**src/rtl/serial_add_sub.sv**
```systemverilog
// serial_add_sub: bit-serial adder/subtractor. It adds or subtracts two
// WIDTH-bit operands STEP bits per clock, LSB first, and reports
// unsigned carry/borrow and two's-complement overflow.
//
// Ports:
//   clk      - single clock, rising edge
//   rst_n    - asynchronous active-low reset
//   start    - begin an operation (sampled only in IDLE)
//   mode     - 0 = a+b, 1 = a-b (sampled with start)
//   a, b     - operands (sampled with start)
//   busy     - high while the operation is in progress
//   done     - one-cycle pulse, result and flags valid
//   result   - sum/difference modulo 2^WIDTH
//   carry    - unsigned carry-out of add (0 in subtract mode)
//   borrow   - unsigned borrow of subtract (0 in add mode)
//   overflow - signed overflow of the selected operation
//
// state | meaning
// IDLE  | waiting for start; result and flags hold
// BUSY  | processing STEP bits per edge, WIDTH/STEP edges in total
// DONE  | one-cycle done pulse, then back to IDLE
module serial_add_sub #(
  parameter int WIDTH = 8,
  parameter int STEP  = 1
) (
  input  logic             clk,
  input  logic             rst_n,
  input  logic             start,
  input  logic             mode,
  input  logic [WIDTH-1:0] a,
  input  logic [WIDTH-1:0] b,
  output logic             busy,
  output logic             done,
  output logic [WIDTH-1:0] result,
  output logic             carry,
  output logic             borrow,
  output logic             overflow
);

  localparam int N  = WIDTH / STEP;
  localparam int CW = (N > 1) ? $clog2(N) : 1;

  typedef enum logic [1:0] {IDLE, BUSY, DONE} state_t;

  state_t           state, state_next;
  logic [WIDTH-1:0] a_sh, b_sh;
  logic [CW-1:0]    cnt;
  logic             cin;
  logic             sub_q;
  logic             sign_a, sign_b;
  logic [STEP:0]    chunk;
  logic             last;

  assign last  = (cnt == CW'(N - 1));
  // b_sh already holds the effective operand (~b when subtracting), and cin
  // starts at 1 for subtraction, so this is a + ~b + 1.
  assign chunk = {1'b0, a_sh[STEP-1:0]} + {1'b0, b_sh[STEP-1:0]}
               + {{STEP{1'b0}}, cin};

  assign busy = (state == BUSY);
  assign done = (state == DONE);

  always_ff @(posedge clk or negedge rst_n) begin
    if (!rst_n) state <= IDLE;
    else        state <= state_next;
  end

  always_comb begin
    state_next = state;
    case (state)
      IDLE:    if (start) state_next = BUSY;
      BUSY:    if (last)  state_next = DONE;
      DONE:    state_next = IDLE;
      default: state_next = IDLE;
    endcase
  end

  always_ff @(posedge clk or negedge rst_n) begin
    if (!rst_n) begin
      a_sh     <= '0;
      b_sh     <= '0;
      cnt      <= '0;
      cin      <= 1'b0;
      sub_q    <= 1'b0;
      sign_a   <= 1'b0;
      sign_b   <= 1'b0;
      result   <= '0;
      carry    <= 1'b0;
      borrow   <= 1'b0;
      overflow <= 1'b0;
    end else begin
      case (state)
        IDLE: begin
          if (start) begin
            a_sh   <= a;
            b_sh   <= mode ? ~b : b;
            cnt    <= '0;
            cin    <= mode;
            sub_q  <= mode;
            sign_a <= a[WIDTH-1];
            sign_b <= mode ? ~b[WIDTH-1] : b[WIDTH-1];
          end
        end
        BUSY: begin
          result[cnt*STEP +: STEP] <= chunk[STEP-1:0];
          a_sh <= a_sh >> STEP;
          b_sh <= b_sh >> STEP;
          cin  <= chunk[STEP];
          cnt  <= cnt + CW'(1);
          if (last) begin
            // chunk[STEP-1] is the result sign bit being written this edge.
            carry    <= sub_q ? 1'b0 : chunk[STEP];
            borrow   <= sub_q ? ~chunk[STEP] : 1'b0;
            overflow <= (sign_a == sign_b) && (chunk[STEP-1] != sign_a);
          end
        end
        default: ;
      endcase
    end
  end

endmodule

```
**config.mk**
```make
export PLATFORM = sky130hd
export DESIGN_NAME = serial_add_sub
export DESIGN_NICKNAME = d
export VERILOG_FILES = /design/src/rtl/serial_add_sub.sv
export SDC_FILE = /design/constraint.sdc
export NUM_CORES = 1
export LEC_CHECK = 0
export ABC_AREA = 1
export BUFFER_PORTS_ARGS = -buffer_cell sky130_fd_sc_hd__buf_2
export CAP_MARGIN = 30
export CORE_MARGIN = 4
export CORE_UTILIZATION = 50
export CTS_CLUSTER_DIAMETER = 120
export DETAILED_ROUTE_END_ITERATION = 10
export GPL_ROUTABILITY_DRIVEN = 1
export HOLD_SLACK_MARGIN = 0.03
export MAX_ROUTING_LAYER = met4
export PLACE_DENSITY = 0.73
export SLEW_MARGIN = 20
export SYNTH_ARGS = -nofsm -noshare
export SYNTH_HDL_FRONTEND = slang
export SYNTH_SLANG_ARGS = --single-unit
export TNS_END_PERCENT = 50
```
**constraint.sdc**
```tcl
create_clock -name clk -period 1.85 [get_ports clk]
set_input_delay 0.0925 -clock clk [delete_from_list [all_inputs] [get_ports clk]]
set_output_delay 0.0925 -clock clk [all_outputs]
set_load 0.1 [all_outputs]
```
==> flow_metrics.py, run 1 <==
metrics = {
    "status": {
        "status": "completed",
    },
    "timing": {
        "finalHoldViolCount": 0,
        "fin_ws_ps": 184,
        "setup-violations-final": 0,
        "fin_worst_skew_ps": 9.23,
        "fmax_mhz": 600,
        "maxSlewViolCount": 0,
        "fin_crit_sh": 0.900,
        "worstMarginPinSlew_ps": 783,
        "period_needed_ps": 1670,
        "rsz0062_at_grt": "no",
        "slew_headroom": 0.478,
        "tns_ps": 0,
    },
    "setup_path": {
        "r2r_slack_ps": 180,
        "crit_arrival_ps": 1900,
        "reg2regPathDepth": 9,
        "reg2reg_to": "result[0]",
        "critPathMaxFanout": 8,
        "crit_path_end_kind": "flip-flop",
        "crit_path_start_kind": "flip-flop",
        "crit_type": "reg2reg",
        "worst_ep_required_time_ps": 2090,
        "rr_startpoint": "cnt[0]",
    },
    "routing": {
        "wl_um": 3610,
        "vias": 1522,
        "drcViolationCount": 0,
        "wl_per_cell_um": 11.6,
        "drt_iter0_markers": 63,
        "drt-vias-per-instance": 4.91,
        "drt_first_pass_iters": 5,
        "postRouteAntennaNets": 0,
    },
    "clock_network": {
        "cts.htree.levels": 2,
        "tritoncts": "yes",
        "cts_buffer_depth": 2,
        "numClockSinks": 36,
        "clkTransAtPathRegs_ps": 100,
        "clk_latency_ps": 330,
        "root_buffer": "clkbuf_4",
        "cts_buffers": 5,
    },
    "synthesis": {
        "synth_nets": 250,
        "synth_edf_count": 0,
        "synth_common_cells": "nand2_1, dfrtp_1, inv_1, nand3_1",
        "ys_warn_count": 0,
        "synth_cell_types": 23,
        "synth_top_area_cell": "dfrtp_1",
        "ys_seq_elements": 36,
        "synth_area_leaders": "dfrtp_1, nand2_1, nand3_1",
        "synth_top_area_frac": 0.496,
        "seq_area_frac_synth": 0.496,
        "yosys.cell_count.top_type": "nand2_1",
        "synthesis.area_um2": 1820,
        "synth_ff_type": "dfrtp_1",
        "avgSynthCellArea_um2": 8.18,
        "ys_async_sr_fraction": 1.00,
        "syn_inst": 222,
    },
    "hold_path": {
        "hp-start": "b[5]",
        "min_to": "b_sh[5]",
        "hold_class": "in2reg",
        "min_path_cells": 4,
    },
    "cells_and_area": {
        "num-nets-final": 294,
        "fin_cells": 310,
        "drive_above_1_share": 0.186,
        "fin_util": 0.633,
        "area_delta_synth_final_pct": 19.2,
        "n_antenna_cell": 0,
    },
    "global_route": {
        "track_usage": 0.193,
        "antenna_found_initial": 0,
        "grt_pass1_vias": 1440,
        "grt_max_degree": 37,
        "grt.overflow.total": 0,
        "grt_pass1_wl_um": 6420,
    },
    "floorplan": {
        "ios": 33,
        "fp.dieW_um": 68.3,
        "fp-row-count": 21,
        "start_util": 0.532,
        "die_h_um": 68.3,
        "die-area_um2": 4660,
        "core_area_um2": 3420,
    },
    "placement": {
        "place_congestion": 0.831,
        "dp_cells": 296,
        "dp_hpwl_um": 2550,
        "dpl_worst_slack_ps": 102,
        "portBuffers": 32,
    },
    "run": {
        "maxCapViolCount": 0,
    },
}
## layout make-up
cell class                 instances  area, um2
clock buffer                       5       37.5
fill                             314       1250
inverter                          24       90.1
multi-input combinational        155        788
sequential                        36        902
tap                               46       57.6
timing repair buffer              44        288
## cell usage in the layout (no fill, tap or decap), drive strengths merged
cell type / netlist / final
nor2: 12 / 12
ha: 7 / 7
o22ai: 1 / 1
clkbuf: 1 / 5
buf: 6 / 35
o21bai: 2 / 2
nand2: 82 / 82
o21ai: 13 / 13
fa: 1 / 1
nand3: 22 / 22
nand4: 3 / 3
o31ai: 1 / 1
inv: 24 / 24
dfrtp: 36 / 36
o211ai: 2 / 2
dlygate4sd3: 0 / 9
a21oi: 1 / 1
xor2: 8 / 8
## repair_timing
action / 4_1_cts / 5_1_grt
hold buffers: 9 / 0
gates resized for setup: 0 / 2
endpoints found under the hold margin: 45 / 0
setup buffers: 0 / 0
setup endpoints to repair: 0 / 5
## metrics by stage
stage	hold slack (ps)	area [um2]
after floorplan	-203	1820
after global placement	226	2030
after detailed placement	222	2030
after CTS	36.2	2160
after global routing	45.4	2160
final	41.8	2160
## critical path: stages, from the launching register on
cell     delay [ps]
dfrtp_2         450
inv_1           150
ha_1            200
ha_2            320
nor2_1          110
nand2_1          50
nor2_1          110
nand3_1          80
nand2_1          70
inv_1            30
## sequential cells by signal, indices dropped and copies added (netlist names)
signal    cells
borrow        1
overflow      1
sub_q         1
sign_b        1
carry         1
b_sh          8
result        8
sign_a        1
cnt           3
state         2
a_sh          8
cin           1
## logic make-up (layout without fill, tap and decap cells)
group | Yosys count | in the layout | synth area share
AOI/OAI and AO/OA | 20 | 20 | 0.0627
xor gates and xnor gates | 8 | 8 | 0.0386
adders and majority gates | 8 | 8 | 0.0593
buffers and inverters | 31 | 73 | 0.0710
DFF | 36 | 36 | 0.496
and+or+nand+nor | 119 | 119 | 0.272
## layer usage
layer  share of wire  GRT usage  routed length (um)
met5               0          -                   0
met2            0.46      0.300                1640
met4           0.014     0.0744                  51
met3           0.050     0.0394                 181
met1            0.48      0.247                1730
## worst max path at each step
| stage | from | endpoint | slack, ps | depth (start not counted) |
|---|---|---|---|---|
| 2_1_floorplan | state[0] | done | 70 | 1 |
| 3_3_place_gp | cnt[0] | result[0] | 160 | 9 |
| 3_5_place_dp | cnt[0] | result[0] | 100 | 9 |
| 4_1_cts | cnt[0] | result[0] | 110 | 9 |
| 5_1_grt | cnt[0] | result[0] | 20 | 9 |
| 6_report | cnt[0] | result[0] | 180 | 9 |
Power of run 1 is not shown: default switching activity piles up to over one toggle a cycle in this logic, so the estimate is an artifact.
==> run 2, diff against run 1 <==
--- a/config.mk
+++ b/config.mk
@@ -15,7 +15,7 @@
 export GPL_ROUTABILITY_DRIVEN = 1
 export HOLD_SLACK_MARGIN = 0.03
 export MAX_ROUTING_LAYER = met4
-export PLACE_DENSITY = 0.73
+export PLACE_DENSITY = 0.72
 export SLEW_MARGIN = 20
 export SYNTH_ARGS = -nofsm -noshare
 export SYNTH_HDL_FRONTEND = slang
==> run 2 against run 1 <==
- critical path depth decreased by 5
- fmax decreased by 1.0%
- sequential share of layout area decreased by 2.5 points
- setup slack got worse by 17 ps
- highest routed layer unchanged
==> flow_metrics.py, run 2 (synthesis gave the netlist of run 1 again) <==
metrics = {
    "status": {
        "status": "completed",
    },
    "cells_and_area": {
        "drive_above_1_share": 0.190,
        "area_delta_synth_final_pct": 26.5,
        "final_common_cell": "nand2_1",
        "fin_cells": 320,
        "num-nets-final": 301,
        "n_antenna_cell": 0,
        "final_cell_mix": "nand2_1, dfrtp_1, buf_2",
        "multi_input_area_um2": 798,
        "fill_cells": 295,
        "ff_latch_area_um2": 901,
        "reg.largest.list": "a_sh (8), b_sh (8), result (8)",
    },
    "timing": {
        "period_needed_ps": 1680,
        "tns_ps": 0,
        "fin_crit_sh": 0.910,
        "maxSlewViolCount": 0,
        "rsz0062_at_grt": "no",
        "fin_worst_skew_ps": 6.62,
        "slew_headroom": 0.469,
        "finalHoldViolCount": 0,
        "worstMarginPinSlew_ps": 797,
        "fmax_mhz": 594,
        "setup-violations-final": 0,
    },
    "routing": {
        "drt_iter0_markers": 79,
        "drcViolationCount": 0,
        "wl_um": 3760,
        "drt_first_pass_iters": 4,
        "postRouteAntennaNets": 0,
        "drt-vias-per-instance": 4.80,
        "wl_per_cell_um": 11.8,
        "vias": 1537,
    },
    "setup_path": {
        "critPathMaxFanout": 16,
        "crit_type": "reg2out",
        "worst_ep_required_time_ps": 1760,
        "rr_startpoint": "cnt[1]",
        "crit_path_start_kind": "flip-flop",
        "cp-startpoint": "state[0]",
        "crit_path_end_kind": "output pin",
        "critPathSlowestCell": "dfrtp_1",
        "cpLargestDelayFamily": "buffers and inverters",
        "max_stage_delay_ps": 450,
        "path_buf_inv": 3,
        "cp_cell_sequence": "inv_2, nor2_2, buf_4, buf_12",
        "crit_arrival_ps": 1590,
    },
    "placement": {
        "place_congestion": 0.798,
        "dp_hpwl_um": 2490,
        "dp_cells": 297,
        "portBuffers": 32,
    },
    "floorplan": {
        "die-area_um2": 4660,
        "fp-row-count": 21,
        "ios": 33,
        "core_area_um2": 3420,
        "die_h_um": 68.3,
        "start_util": 0.532,
        "fp.dieW_um": 68.3,
    },
    "hold_path": {
        "hold_class": "in2reg",
        "hp-start": "b[6]",
    },
    "run": {
        "maxCapViolCount": 0,
    },
    "global_route": {
        "met2_usage": 0.315,
        "grt.overflow.total": 0,
        "grt_pass1_vias": 1455,
        "grt_pass1_wl_um": 6650,
        "track_usage": 0.204,
        "grt_util_met1": 0.253,
        "top_usage_layer": "met2",
        "grt_use_met3": 0.0443,
        "antenna_found_initial": 0,
        "grt_max_degree": 37,
    },
    "clock_network": {
        "numClockSinks": 36,
        "clk_latency_ps": 350,
        "root_buffer": "clkbuf_4",
        "clkTransAtPathRegs_ps": 110,
        "cts_buffer_depth": 2,
        "cts_buffers": 5,
        "tritoncts": "yes",
        "cts.htree.levels": 2,
    },
}
## run 2: cell count changes in the layout (fill, tap and decap cells not counted), sizes merged
cell | previous run | this run
buf | 35 | 36
bufinv | 0 | 1
clkbuf | 5 | 7
dlygate4sd3 | 9 | 15
## run 2: area by class of cell
type / count / area share
multi-input cells: 155 / 0.347
clock buffers: 7 / 0.0283
well taps: 46 / 0.0251
clock inverters: 1 / 0.0131
repair buffers: 51 / 0.155
inverters: 24 / 0.0392
flip-flops and latches: 36 / 0.392
## run 2: worst min-delay path: stages
cell     delay, ps
buf_2           90
xor2_1          60
nand2_1         50
nand3_1         60
## run 2: metal layers
metal	vias up	wire [um]
li1	803	-
met1	689	1800
met2	38	1720
met3	7	179
met4	0	68
met5	-	0
## run 2: final timing paths
| check | to | slack, ps | cells past startpoint |
|---|---|---|---|
| max in group asynchronous | result[5] | 990 | 2 |
| min reg2reg | carry | 490 | 2 |
| max reg2reg | result[0] | 260 | 9 |
| min | b_sh[6] | 30 | 4 |
| min in group asynchronous | a_sh[5] | 350 | 2 |
| max | busy | 170 | 4 |
## run 2: through the flow
step / area (um2) / utilization / worst slack (ps) / hold slack (ps)
2_1_floorplan: 1820 / - / 68.1 / -203
3_3_place_gp: 2040 / 0.597 / 263 / 224
3_5_place_dp: 2040 / 0.597 / 180 / 226
4_1_cts: 2280 / 0.669 / 155 / 37.2
5_1_grt: 2300 / 0.673 / 53.1 / 35.5
6_report: 2300 / 0.673 / 167 / 28.3
## run 2: timing repair
action / 4_1_cts / 5_1_grt
setup buffers: 0 / 0
hold buffers: 15 / 0
hold endpoints to repair: 51 / 0
resized for setup: 0 / 2
endpoints found under the setup margin: 0 / 2
Power of run 2 is left out for the same reason.
==> run 3, diff against run 2 <==
--- a/config.mk
+++ b/config.mk
@@ -6,7 +6,7 @@
 export NUM_CORES = 1
 export LEC_CHECK = 0
 export ABC_AREA = 1
-export BUFFER_PORTS_ARGS = -buffer_cell sky130_fd_sc_hd__buf_2
+export BUFFER_PORTS_ARGS = -buffer_cell sky130_fd_sc_hd__buf_4
 export CAP_MARGIN = 30
 export CORE_MARGIN = 4
 export CORE_UTILIZATION = 50
==> run 3 against run 2 <==
- utilization increased by 1.2 points
- flip-flop and latch count unchanged
- sequential share of layout area is 0.62 points lower
- non-clock buffer count grew 2
- worst hold slack better by 60 ps
- critical endpoint unchanged
- largest cell class unchanged
- highest routed layer unchanged
==> flow_metrics.py, run 3 (synthesis gave the netlist of run 1 again) <==
metrics = {
    "clock_network": {
        "cts_buffers": 5,
        "numClockSinks": 36,
        "clk_latency_ps": 350,
        "cts_setup_buffers": 0,
        "cts_buffer_depth": 2,
        "cts.htree.levels": 2,
        "clkTransAtPathRegs_ps": 110,
        "root_buffer": "clkbuf_4",
        "tritoncts": "yes",
    },
    "floorplan": {
        "ios": 33,
        "core_area_um2": 3420,
        "die-area_um2": 4660,
        "start_util": 0.532,
        "fp.dieW_um": 68.3,
        "fp-row-count": 21,
        "die_h_um": 68.3,
    },
    "timing": {
        "fin_worst_skew_ps": 11.9,
        "worstMarginPinSlew_ps": 451,
        "setup-violations-final": 0,
        "maxSlewViolCount": 0,
        "fmax_mhz": 597,
        "finalHoldViolCount": 0,
        "fin_crit_sh": 0.906,
        "tns_ps": 0,
        "rsz0062_at_grt": "no",
        "fin_ws_ps": 174,
        "slew_headroom": 0.699,
        "period_needed_ps": 1680,
    },
    "setup_path": {
        "crit_path_end_kind": "output pin",
        "critPathSlowestCell": "dfrtp_1",
        "critPathMaxFanout": 9,
        "worst_ep_required_time_ps": 1760,
        "cp_cell_sequence": "inv_2, nor2_2, buf_4",
        "crit_arrival_ps": 1580,
        "crit_path_start_kind": "flip-flop",
        "crit_type": "reg2out",
        "max_stage_delay_ps": 450,
    },
    "global_route": {
        "antenna_found_initial": 0,
        "met2_usage": 0.316,
        "grt_util_met1": 0.264,
        "top_usage_layer": "met2",
        "grt_max_degree": 37,
        "grt_pass1_wl_um": 6830,
        "track_usage": 0.209,
        "grt_pass1_vias": 1506,
        "grt_use_met3": 0.0591,
        "grt.overflow.total": 0,
    },
    "routing": {
        "vias": 1584,
        "drcViolationCount": 0,
        "drt-vias-per-instance": 4.92,
        "drt_iter0_markers": 84,
        "wl_per_cell_um": 12.3,
        "wl_um": 3970,
        "postRouteAntennaNets": 0,
        "drt_first_pass_iters": 4,
    },
    "status": {
        "status": "completed",
    },
    "cells_and_area": {
        "fill_cells": 291,
        "ff_latch_area_um2": 902,
        "fin_util": 0.684,
        "fin_cells": 322,
        "reg.largest.list": "a_sh (8), b_sh (8), result (8)",
        "num-nets-final": 303,
        "n_antenna_cell": 0,
        "area_delta_synth_final_pct": 28.7,
        "final_cell_mix": "nand2_1, buf_4, dfrtp_1",
        "drive_above_1_share": 0.188,
        "final_common_cell": "nand2_1",
        "multi_input_area_um2": 788,
    },
    "pwr": {
        "leakage_nw": 1.22,
        "ir_worst_vdd_v": 0.000751,
        "power_mw": 4.43,
        "powerDensity_nw_per_um2": 1890,
    },
    "placement": {
        "dp_hpwl_um": 2570,
        "dpl_worst_slack_ps": 105,
        "portBuffers": 32,
        "dp_cells": 297,
        "place_congestion": 0.824,
    },
    "run": {
        "maxCapViolCount": 0,
    },
    "hold_path": {
        "hold_class": "in2reg",
    },
}
[run 3: cell count changes in the layout (fill, tap and decap cells not counted), sizes merged]
cell,before,now
bufinv,1,0
clkbuf,7,8
dlygate4sd3,15,17
[run 3: power by group]
part	internal [mW]	leakage [nW]	switching, mW	total, mW
sequential	1.12	0.461	0.189	1.31
clock	0.187	0.0326	0.256	0.443
combinational	0.732	0.728	1.94	2.67
total	2.04	1.22	2.38	4.43
[run 3: area by class of cell]
type,count,share of cell area
Multi-Input combinational cell,155,0.337
Tap cell,46,0.0246
Timing Repair Buffer,53,0.188
Clock buffer,8,0.0252
Inverter,24,0.0385
Sequential cell,36,0.386
[run 3: routing by layer]
layer | wire length (um) | part of all wire
met2 | 1920 | 0.48
met3 | 177 | 0.045
met5 | 0 | 0
met1 | 1810 | 0.45
met4 | 62 | 0.016
[run 3: worst max-delay path, delay by kind of cell, from the launching register on]
kind,cells,cell delay [ps]
buffers and inverters,2,430
DFF,1,450
and+or+nand+nor,1,350
[run 3: metrics by stage]
stage               hold slack, ps  instance area (um2)
floorplan                     -203                 1820
global placement              74.8                 2100
detailed placement            73.9                 2100
CTS                           73.8                 2330
global route                  85.0                 2340
finish                        87.9                 2340
[run 3: repair_timing]
item	in CTS	in global routing
resized for setup	0	3
hold buffers	17	0
hold endpoints to repair	53	0
endpoints found under the setup margin	0	5
[run 3: worst paths after layout]
path                            startpoint   endpoint  slack [ps]  cells past startpoint
worst min register to register     a_sh[7]    a_sh[7]         490                      2
max in group asynchronous            rst_n     cnt[0]        1280                      2
min in group asynchronous            rst_n    a_sh[2]         230                      2
worst max register to register      cnt[1]  result[0]         230                      9
worst max-delay path              state[0]       busy         170                      3
worst min-delay path                  mode      sub_q          90                      3
No activity file was read; power rests on OpenSTA's default activity.
